==> config.mk <==
export PLATFORM = sky130hd
export DESIGN_NAME = write_skid_buffer
export DESIGN_NICKNAME = d
export VERILOG_FILES = /design/src/rtl/write_skid_buffer.sv
export SDC_FILE = /design/constraint.sdc
export NUM_CORES = 1
export LEC_CHECK = 0
export ABC_AREA = 1
export BUFFER_PORTS_ARGS = -buffer_cell sky130_fd_sc_hd__buf_2
export CORE_MARGIN = 10
export CORE_UTILIZATION = 35
export DETAILED_ROUTE_END_ITERATION = 10
export SETUP_SLACK_MARGIN = 0.1
export SYNTH_ARGS = -nofsm -noshare
export SYNTH_HDL_FRONTEND = slang
export SYNTH_SLANG_ARGS = --single-unit
==> constraint.sdc <==
create_clock -name write_clock -period 1.48 [get_ports write_clock]
set_input_delay 0.074 -clock write_clock [delete_from_list [all_inputs] [get_ports write_clock]]
set_output_delay 0.074 -clock write_clock [all_outputs]
set_load 0.05 [all_outputs]
==> src/rtl/write_skid_buffer.sv <==
// Write-side front end of the async FIFO: 2-entry skid buffer ahead of
// full_gen, with a saturating counter of cycles stalled on a full FIFO.
module write_skid_buffer #(
  parameter int WIDTH      = 8,
  parameter int STALL_BITS = 16
) (
  input  logic                  write_clock,
  input  logic                  reset,
  input  logic                  in_valid,
  input  logic [WIDTH-1:0]      in_data,
  output logic                  in_ready,
  input  logic                  full_flag,
  output logic                  valid_write,
  output logic [WIDTH-1:0]      write_data,
  output logic                  commit,
  output logic [STALL_BITS-1:0] stall_count,
  output logic [1:0]            occupancy
);

  // State encoding equals the number of words held.
  typedef enum logic [1:0] {
    EMPTY = 2'd0,
    ONE   = 2'd1,
    TWO   = 2'd2
  } state_e;

  state_e                state_q, state_d;
  logic [WIDTH-1:0]      head_q, head_d;
  logic [WIDTH-1:0]      skid_q, skid_d;
  logic                  ready_q, ready_d;
  logic [STALL_BITS-1:0] stall_q, stall_d;

  logic head_valid;
  logic accept;
  logic commit_w;

  assign head_valid = (state_q != EMPTY);
  assign accept     = in_valid && ready_q;
  assign commit_w   = head_valid && !full_flag;

  always_comb begin
    state_d = state_q;
    head_d  = head_q;
    skid_d  = skid_q;
    unique case (state_q)
      EMPTY: begin
        if (accept) begin
          head_d  = in_data;
          state_d = ONE;
        end
      end
      ONE: begin
        if (accept && commit_w) begin
          head_d = in_data;
        end else if (accept) begin
          skid_d  = in_data;
          state_d = TWO;
        end else if (commit_w) begin
          state_d = EMPTY;
        end
      end
      TWO: begin
        if (commit_w) begin
          head_d  = skid_q;
          state_d = ONE;
        end
      end
      default: begin
        state_d = EMPTY;
      end
    endcase
  end

  always_comb begin
    ready_d = (state_d != TWO);
    stall_d = stall_q;
    if (head_valid && full_flag && (stall_q != '1)) begin
      stall_d = stall_q + 1'b1;
    end
  end

  always_ff @(posedge write_clock or posedge reset) begin
    if (reset) begin
      state_q <= EMPTY;
      head_q  <= '0;
      skid_q  <= '0;
      ready_q <= 1'b1;
      stall_q <= '0;
    end else begin
      state_q <= state_d;
      head_q  <= head_d;
      skid_q  <= skid_d;
      ready_q <= ready_d;
      stall_q <= stall_d;
    end
  end

  assign in_ready    = ready_q;
  assign valid_write = head_valid;
  assign write_data  = head_q;
  assign commit      = commit_w;
  assign stall_count = stall_q;
  assign occupancy   = state_q;

endmodule

==> out/results.ini, run 1 <==
[cells_and_area]
finish.net_count = 332
n_fill_cell = 513
layout.cells.non_filler = 390
final_design_area_no_fill_sq_um = 2480
multi_input_gate_area_sq_um = 928
final-seq-area_sq_um = 895
final_util_pct = 48.7
layout_stage_area_growth_over_the_synthesis_result_pct = 34.4
insertedDiodeCount = 0
drive_above_1_share_pct = 35.0

[power_and_ir_drop]
share_comb_of_total_power_pct = 50.4
clock_power_share_pct = 15.6
internal-power_w = 0.00228
share_seq_of_total_power_pct = 34.0
ir_worst_vdd_mv = 0.871
swShare_pct = 48.5
leakage_nw = 1.29
power.net_switching_w = 0.00214
power-per-cell-area_nw_per_um2 = 1780

[critical_path]
worst-endpoint-required_ns = 1.65
critical_path.startpoint_type = flip-flop
critical_path_arrival_ns = 1.54
end_kind = flip-flop
crit_path_max_fanout = 6
critPathKind = flip-flop to flip-flop

[global_routing]
groute.layer.met3.usage_pct = 4.92
first_global_vias = 1685
initial_antenna_violation_count = 0
grt_max_degree = 36
grtUsageMet2_pct = 17.4
grt_busiest_layer = met2
grt_first_pass_wirelength_um = 7720
gr-total-overflow = 0
gr-usage-all-layers_pct = 11.0
grt.met1_usage_pct = 13.1

[place]
dp.cells = 370
detailed_place.area_sq_um = 2280
routabilityCongestion = 0.805
numPortBuffers = 40
hpwlAfterDp_um = 3330

[hold_path]
hold_path_class = input pin to flip-flop

[clock_tree]
worstSkewPairLatency_ns = 0.29
number_of_buffers_created_by_cts = 5
worst_setup_hold_path_clk_slew_ns = 0.08
cts_root_buffer = sky130_fd_sc_hd__clkbuf_8
cts-htree-levels = 2
ctsLongestPathBuffers = 2
cts.sink_count = 35
tritoncts = built

[logic_synthesis]
synth_nets = 266
cell_type_contributing_the_most_total_cell_area_after_synthesis = sky130_fd_sc_hd__dfrtp_1
synth.cell_area_sq_um = 1850
seq_area_frac_synth_pct = 47.4
synthCells = 253
number_of_synthesized_register_bits = 35
synth.area.top_cells = sky130_fd_sc_hd__dfrtp_1 46%, sky130_fd_sc_hd__nand2_1 23%, sky130_fd_sc_hd__nor2_1 5.3%
netlist.area_leader.share_pct = 46.0
synth-warning-count = 0
post_synthesis_cell_type_count = 24
synth_area_per_cell_sq_um = 7.31

[routing]
detailedRoute.firstIterationViolations = 42
final_routed_wirelength_um = 4470
first_pass_iters = 4
drc = 0
vias = 1725
drt-vias-per-instance = 4.42
avgRoutedWirePerCell_um = 11.5
post_detailed_route_count_of_antenna_violating_nets = 0

[job]
drv.max_cap_violation_count = 0

[timing]
max_freq_mhz = 731
fin_crit_ns = 1.37
report.final.slew_viol_count = 0
grt_setup_unrepaired = yes
final-hold-violation-count = 0
hold_ws_ns = 0.0455
total_negative_slack_ns = 0
finalSetupViolations = 0
fin_skew_ns = 0.00857
worst_slew_pin_slew_ns = 0.434
maxSlewHeadroom_pct = 71.0
finalCritPeriodShare_pct = 92.5

[floorplan]
core.rowCount = 26
coreArea_sq_um = 5110
die_height_um = 92.7
floorplan.initialDensity_pct = 36.2
dieArea_sq_um = 8590
floorplan.die.width_um = 92.7
boundaryPins = 41

[outcome]
status = complete, no violations

[critical path, cell delays in order (launching register included)]
cell and delay (ns):
sky130_fd_sc_hd__dfrtp_2 0.40, sky130_fd_sc_hd__ha_4 0.16, sky130_fd_sc_hd__nand3_2 0.11, sky130_fd_sc_hd__inv_4 0.10, sky130_fd_sc_hd__nand2_4 0.06, sky130_fd_sc_hd__o21ai_4 0.18, sky130_fd_sc_hd__buf_4 0.18, sky130_fd_sc_hd__o21ai_0 0.07
[synth_stat cells]
master,count
sky130_fd_sc_hd__nand2_4,1
sky130_fd_sc_hd__o21ai_2,1
sky130_fd_sc_hd__nand2_1,115
sky130_fd_sc_hd__xor2_1,1
sky130_fd_sc_hd__clkinv_1,1
sky130_fd_sc_hd__dfrtp_1,34
sky130_fd_sc_hd__ha_1,1
sky130_fd_sc_hd__xnor2_1,6
sky130_fd_sc_hd__nor2_4,1
sky130_fd_sc_hd__nand2_2,3
sky130_fd_sc_hd__buf_6,2
sky130_fd_sc_hd__dfstp_2,1
sky130_fd_sc_hd__inv_2,1
sky130_fd_sc_hd__o21ai_4,1
sky130_fd_sc_hd__o21ai_0,15
sky130_fd_sc_hd__nor2_2,1
sky130_fd_sc_hd__inv_4,1
sky130_fd_sc_hd__nor2_1,26
sky130_fd_sc_hd__clkbuf_1,2
sky130_fd_sc_hd__nand3_2,1
sky130_fd_sc_hd__nand3_1,5
sky130_fd_sc_hd__nand4_1,4
sky130_fd_sc_hd__a21oi_1,7
sky130_fd_sc_hd__inv_1,22
[logic make-up (layout without fill, tap and decap cells)]
logic type / after synthesis / in the layout / share of synthesized area (%)
simple gates: 157 / 157 / 34.4
flops: 35 / 35 / 47.4
buf+inv: 29 / 96 / 6.83
compound gates: 24 / 24 / 7.31
xor+xnor: 7 / 7 / 3.32
fa+ha+maj: 1 / 1 / 0.676
[cell type report]
cell class / instances / share of cell area (%)
Clock inverter: 3 / 0.806
Clock buffer: 5 / 2.77
Multi-Input combinational cell: 189 / 37.4
Timing Repair Buffer: 62 / 15.1
Tap cell: 70 / 3.52
Timing Repair inverter: 1 / 0.252
Inverter: 25 / 4.18
Sequential cell: 35 / 36.0
[path summary, 6_finish.rpt]
path	endpoint	startpoint	slack [ns]	cells past startpoint
max in group asynchronous	stall_count[7]	reset	0.72	4
hold / removal	skid_q[7]	in_data[7]	0.05	3
hold reg to reg	write_data[4]	write_data[4]	0.47	2
setup reg to reg	stall_count[2]	stall_count[1]	0.11	7
min in group asynchronous	write_data[2]	reset	0.41	4
setup / recovery	stall_count[2]	stall_count[1]	0.11	7
[stage by stage]
step / worst slack [ns] / power, W
finish: 0.111 / 0.00442
global route: 0.0113 / 0.00476
CTS: 0.0912 / 0.00436
detailed placement: 0.0639 / 0.00363
global placement: 0.104 / 0.00360
floorplan: -0.206 / 0.00313
[repair_timing]
| item | CTS | global route |
|---|---|---|
| endpoints found under the hold margin | 34 | 0 |
| gates cloned | 0 | 1 |
| hold buffers | 1 | 0 |
| pin swaps | 0 | 2 |
| buffers inserted | 5 | 5 |
| setup endpoints to repair | 13 | 26 |
| resized for setup | 2 | 8 |
[power groups by stage]
stage / Combinational, W / Sequential (W) / Clock [W]
6_report: 0.00223 / 0.00150 / 0.000690
5_1_grt: 0.00245 / 0.00155 / 0.000760
4_1_cts: 0.00215 / 0.00149 / 0.000716
3_5_place_dp: 0.00212 / 0.00151 / 0
3_3_place_gp: 0.00210 / 0.00150 / 0
2_1_floorplan: 0.000915 / 0.00221 / 0
[cell usage in the layout (no fill, tap or decap), drive strengths merged]
master / Yosys / final
xnor2: 6 / 6
clkinvlp: 0 / 2
nand3: 6 / 6
clkbuf: 2 / 5
nand4: 4 / 4
ha: 1 / 1
xor2: 1 / 1
buf: 2 / 61
dfstp: 1 / 1
dlygate4sd3: 0 / 1
inv: 24 / 25
o21ai: 17 / 17
clkinv: 1 / 2
a21oi: 7 / 7
nor2: 28 / 28
nand2: 119 / 119
dfrtp: 34 / 34
[state kept, by name, summed over array words and instances, names as in the netlist]
register     flops
in_ready         1
skid_q           8
write_data       8
occupancy        2
stall_count     16
[metal layers]
layer | vias up | routed length (um)
met2 | 38 | 1970
met1 | 778 | 2080
met4 | 0 | 56
met5 | - | 0
met3 | 6 | 369
li1 | 903 | -
(Power assumes the default switching activity.)
==> inputs of run 2 (changes only) <==
clock period = 1.3 ns   (was 1.48 ns; I/O delays follow)
==> out/results.ini, run 2 (synthesized netlist as in run 1, its figures left out) <==
[timing]
grt_setup_unrepaired = yes
max_freq_mhz = 705
fin_skew_ns = 0.00296
finalCritPeriodShare_pct = 109
final-hold-violation-count = 0
worst_slew_pin_slew_ns = 0.260
hold_ws_ns = 0.0460
timing.final.ws_setup_ns = -0.118
maxSlewHeadroom_pct = 82.5
report.final.slew_viol_count = 0
fin_crit_ns = 1.42
finalSetupViolations = 24

[clock_tree]
number_of_buffers_created_by_cts = 5
ctsLongestPathBuffers = 2
cts-htree-levels = 2
worst_setup_hold_path_clk_slew_ns = 0.07
cts.sink_count = 35
worstSkewPairLatency_ns = 0.29
cts_root_buffer = sky130_fd_sc_hd__clkbuf_8
tritoncts = built

[cells_and_area]
drive_above_1_share_pct = 48.1
n_fill_cell = 479
final_util_pct = 55.7
layout_common_cells = 88 x sky130_fd_sc_hd__nand2_1, 34 x sky130_fd_sc_hd__buf_2, 27 x sky130_fd_sc_hd__nand2_2
finish.net_count = 347
insertedDiodeCount = 0
layout_stage_area_growth_over_the_synthesis_result_pct = 53.9
layout_commonest_cell = sky130_fd_sc_hd__nand2_1
largest_reg_flops = 16
final-seq-area_sq_um = 893
multi_input_gate_area_sq_um = 1070
layout.cells.non_filler = 405

[critical_path]
worst-r2r-setup-slack_ns = -0.12
critical_path.startpoint_type = flip-flop
crit_path_frequent_cell = sky130_fd_sc_hd__nand2_1
end_kind = flip-flop
critical_path_arrival_ns = 1.64
r2r_path_start = stall_count[0]
critPathKind = flip-flop to flip-flop
worst-endpoint-required_ns = 1.52
crit_path_max_fanout = 5
max_stage_delay_ns = 0.40
critical_path.slowest_cell = sky130_fd_sc_hd__dfrtp_2
timing.critical_path.cells = ha_4 -> nand3_2 -> inv_2 -> nand2_4 -> o21ai_4 -> buf_12 -> buf_6 -> nand2_1 -> nand2_1
timing.rr.end = stall_count[10]
depth_of_the_worst_register_to_register_path = 9

[routing]
post_detailed_route_count_of_antenna_violating_nets = 0
vias = 1825
final_routed_wirelength_um = 5070
first_pass_iters = 4
drc = 0
drt-vias-per-instance = 4.51
detailedRoute.firstIterationViolations = 43
avgRoutedWirePerCell_um = 12.5

[global_routing]
initial_antenna_violation_count = 0
grt_max_degree = 36
gr-total-overflow = 0
gr-usage-all-layers_pct = 12.1
first_global_vias = 1752
grt_first_pass_wirelength_um = 8470

[hold_path]
holdPathStages = 3
worst_hold_startpoint = in_data[7]
whs_endpoint = skid_q[7]
hold_path_class = input pin to flip-flop

[place]
hpwlAfterDp_um = 3530
pre_cts_slack_ns = -0.0403
routabilityCongestion = 0.853
dp.cells = 387
numPortBuffers = 40

[floorplan]
floorplan.initialDensity_pct = 36.2
dieArea_sq_um = 8590
floorplan.die.width_um = 92.7
die_height_um = 92.7
coreArea_sq_um = 5110
boundaryPins = 41
core.rowCount = 26

[power_and_ir_drop]
ir_worst_vdd_mv = 1.12
total_power_w = 0.00577
leakage_nw = 1.43
power-per-cell-area_nw_per_um2 = 2030

[outcome]
status = finished with violations
failed_checks = negative setup slack

[job]
drv.max_cap_violation_count = 0

run 2: critical path: cells and delay by family, from the launching register on:
kind | cells | cell delay, ns
AOI/OAI and AO/OA | 1 | 0.19
adders and majority gates | 1 | 0.15
buffers and inverters | 3 | 0.35
DFF | 1 | 0.40
and+or+nand+nor | 4 | 0.25
run 2: how the worst max path moves through the flow:
stage	from	to	depth (start not counted)
detailed placement	stall_count[1]	stall_count[8]	8
finish	stall_count[0]	stall_count[10]	9
floorplan	stall_count[0]	stall_count[3]	9
CTS	stall_count[1]	stall_count[7]	8
global placement	stall_count[1]	stall_count[8]	8
global route	stall_count[1]	stall_count[11]	9
run 2: report_power, final:
group / total, W / internal (W) / switching [W]
registers: 0.00169 / 0.00146 / 0.000231
clock network: 0.000783 / 0.000373 / 0.000410
logic: 0.00329 / 0.00119 / 0.00211
run 2: layer usage:
metal	vias up	global-route usage, %	wire, um
met4	0	4.50	87
li1	942	-	-
met1	832	14.5	2240
met2	43	19.1	2390
met3	8	4.84	354
met5	-	0	0
run 2: timing repair:
action,in CTS,in global routing
setup endpoints to repair,34,39
pin swaps,4,19
gates cloned,2,1
hold buffers,1,0
resized for setup,24,54
hold endpoints to repair,34,0
setup buffers,3,3
run 2: cell type report:
type | count | share of cell area, %
multi-input cells | 190 | 37.7
flip-flops and latches | 35 | 31.4
repair buffers | 75 | 20.4
inverters | 25 | 3.83
well taps | 70 | 3.08
clock buffers | 5 | 2.42
clock inverters | 3 | 0.704
repair inverters | 2 | 0.440
run 2: per-stage QoR:
stage / cell area (sq um) / TNS (ns)
final: 2850 / -1.89
after global routing: 2850 / -3.70
after CTS: 2660 / -0.591
after detailed placement: 2430 / -0.376
after global placement: 2430 / 0
after floorplan: 1950 / -7.63
==> inputs of run 3 (changes only) <==
ABC_CLOCK_PERIOD_IN_PS = 1300   (was unset)
BUFFER_PORTS_ARGS = unset   (was -buffer_cell sky130_fd_sc_hd__buf_2)
DONT_BUFFER_PORTS = 1   (was unset)
==> out/results.ini, run 3 (synthesized netlist as in run 1, its figures left out) <==
[critical_path]
crit_path_max_fanout = 3
critical_path.startpoint_type = flip-flop
end_kind = flip-flop
worst-endpoint-required_ns = 1.48
critPathKind = flip-flop to flip-flop
critical_path_arrival_ns = 1.55

[cells_and_area]
final_util_pct = 56.2
drive_above_1_share_pct = 41.2
finish.net_count = 340
final-seq-area_sq_um = 893
layout_commonest_cell = sky130_fd_sc_hd__nand2_1
layout.cells.non_filler = 398
layout_common_cells = 98 x sky130_fd_sc_hd__nand2_1, 50 x sky130_fd_sc_hd__buf_4, 21 x sky130_fd_sc_hd__dfrtp_1
layout_stage_area_growth_over_the_synthesis_result_pct = 55.3
largest_reg_flops = 16
insertedDiodeCount = 0
multi_input_gate_area_sq_um = 1040
n_fill_cell = 447

[clock_tree]
cts_root_buffer = sky130_fd_sc_hd__clkbuf_8
worstSkewPairLatency_ns = 0.29
cts-htree-levels = 2
tritoncts = built
cts.sink_count = 35
worst_setup_hold_path_clk_slew_ns = 0.08
ctsLongestPathBuffers = 2
number_of_buffers_created_by_cts = 5

[floorplan]
floorplan.initialDensity_pct = 36.2
die_height_um = 92.7
core.rowCount = 26
coreArea_sq_um = 5110
boundaryPins = 41
dieArea_sq_um = 8590
floorplan.die.width_um = 92.7

[timing]
fin_crit_ns = 1.37
finalCritPeriodShare_pct = 105
grt_setup_unrepaired = yes
final-hold-violation-count = 0
hold_ws_ns = 0.0298
max_freq_mhz = 732
report.final.slew_viol_count = 0
fin_skew_ns = 0.00358
timing.final.ws_setup_ns = -0.0664
maxSlewHeadroom_pct = 69.2
finalSetupViolations = 30
worst_slew_pin_slew_ns = 0.461

[global_routing]
first_global_vias = 1845
grt_first_pass_wirelength_um = 8700
initial_antenna_violation_count = 0
gr-usage-all-layers_pct = 12.4
gr-total-overflow = 0
grt_max_degree = 36

[outcome]
failed_checks = negative setup slack
status = finished with violations

[routing]
post_detailed_route_count_of_antenna_violating_nets = 0
wl_met3_um = 400
first_pass_iters = 4
highest_layer = met4
drt-vias-per-instance = 4.47
detailroute.wirelength.met2_um = 2430
final_routed_wirelength_um = 5130
detailedRoute.firstIterationViolations = 37
wl_met1_um = 2230
vias = 1778
drc = 0
avgRoutedWirePerCell_um = 12.9

[place]
routabilityCongestion = 0.827
hpwlAfterDp_um = 3530
dp.cells = 367
numPortBuffers = 0

[power_and_ir_drop]
leakage_nw = 1.40
ir_worst_vdd_mv = 1.08
total_power_w = 0.00604
power-per-cell-area_nw_per_um2 = 2100

[job]
drv.max_cap_violation_count = 0

[hold_path]
hold_path_class = input pin to flip-flop

==> run 3: cell types whose count changed in the layout (fill, tap and decap cells not counted), sizes merged <==
cell         previous run  this run
dlygate4sd3             1        10
clkbuf                  6         5
inv                    26        24
buf                    73        59
bufinv                  0         2
clkinv                  2         1
==> run 3: power by group <==
part / leakage [nW] / switching, W / internal, W
clock network: 0.0644 / 0.000426 / 0.000765
registers: 0.421 / 0.000245 / 0.00146
logic: 0.911 / 0.00202 / 0.00113
==> run 3: cell type report <==
| cell class | instances | area share, % |
|---|---|---|
| Clock buffer | 5 | 2.40 |
| Clock inverter | 3 | 2.35 |
| Tap cell | 70 | 3.05 |
| Inverter | 25 | 3.66 |
| Timing Repair inverter | 1 | 0.218 |
| Multi-Input combinational cell | 190 | 36.2 |
| Timing Repair Buffer | 69 | 21.0 |
| Sequential cell | 35 | 31.1 |
==> run 3: critical path, stage by stage, from the launching register on <==
cell and delay, ns:
sky130_fd_sc_hd__dfrtp_2 0.41, sky130_fd_sc_hd__ha_4 0.15, sky130_fd_sc_hd__nand3_2 0.09, sky130_fd_sc_hd__inv_2 0.09
sky130_fd_sc_hd__nand2_4 0.05, sky130_fd_sc_hd__buf_4 0.13, sky130_fd_sc_hd__buf_4 0.12, sky130_fd_sc_hd__xnor2_1 0.11
sky130_fd_sc_hd__nand2_1 0.06, sky130_fd_sc_hd__nand2_1 0.05
==> run 3: worst paths after layout <==
path                                        end  slack, ns  cells after the start           start
worst min register to register    write_data[5]       0.48                      2   write_data[5]
worst max register to register   stall_count[8]      -0.07                      9  stall_count[1]
max in group asynchronous       stall_count[11]       0.63                      3           reset
min in group asynchronous          occupancy[0]       0.32                      3           reset
worst max-delay path             stall_count[8]      -0.07                      9  stall_count[1]
worst min-delay path              write_data[7]       0.03                      4      in_data[7]
==> run 3: repair_timing <==
| action | in CTS | in global routing |
|---|---|---|
| setup buffers | 8 | 3 |
| resized for setup | 27 | 19 |
| endpoints found under the setup margin | 34 | 35 |
| pin swaps | 8 | 10 |
| hold endpoints to repair | 48 | 0 |
| hold buffers | 10 | 0 |
| gates cloned | 2 | 0 |
==> run 3: per-layer routing <==
| metal | vias up | GRT usage (%) |
|---|---|---|
| met5 | - | 0 |
| met4 | 0 | 4.37 |
| met3 | 6 | 5.41 |
| met2 | 41 | 20.7 |
| met1 | 804 | 13.8 |
| li1 | 927 | - |
==> run 3: through the flow <==
stage               setup TNS (ns)  setup slack [ns]  area [sq um]
floorplan                    -7.63            -0.386          1950
global placement                 0            0.0166          2380
detailed placement          -0.441           -0.0506          2380
CTS                         -0.607           -0.0390          2790
global route                 -3.06            -0.122          2870
finish                      -0.960           -0.0664          2870
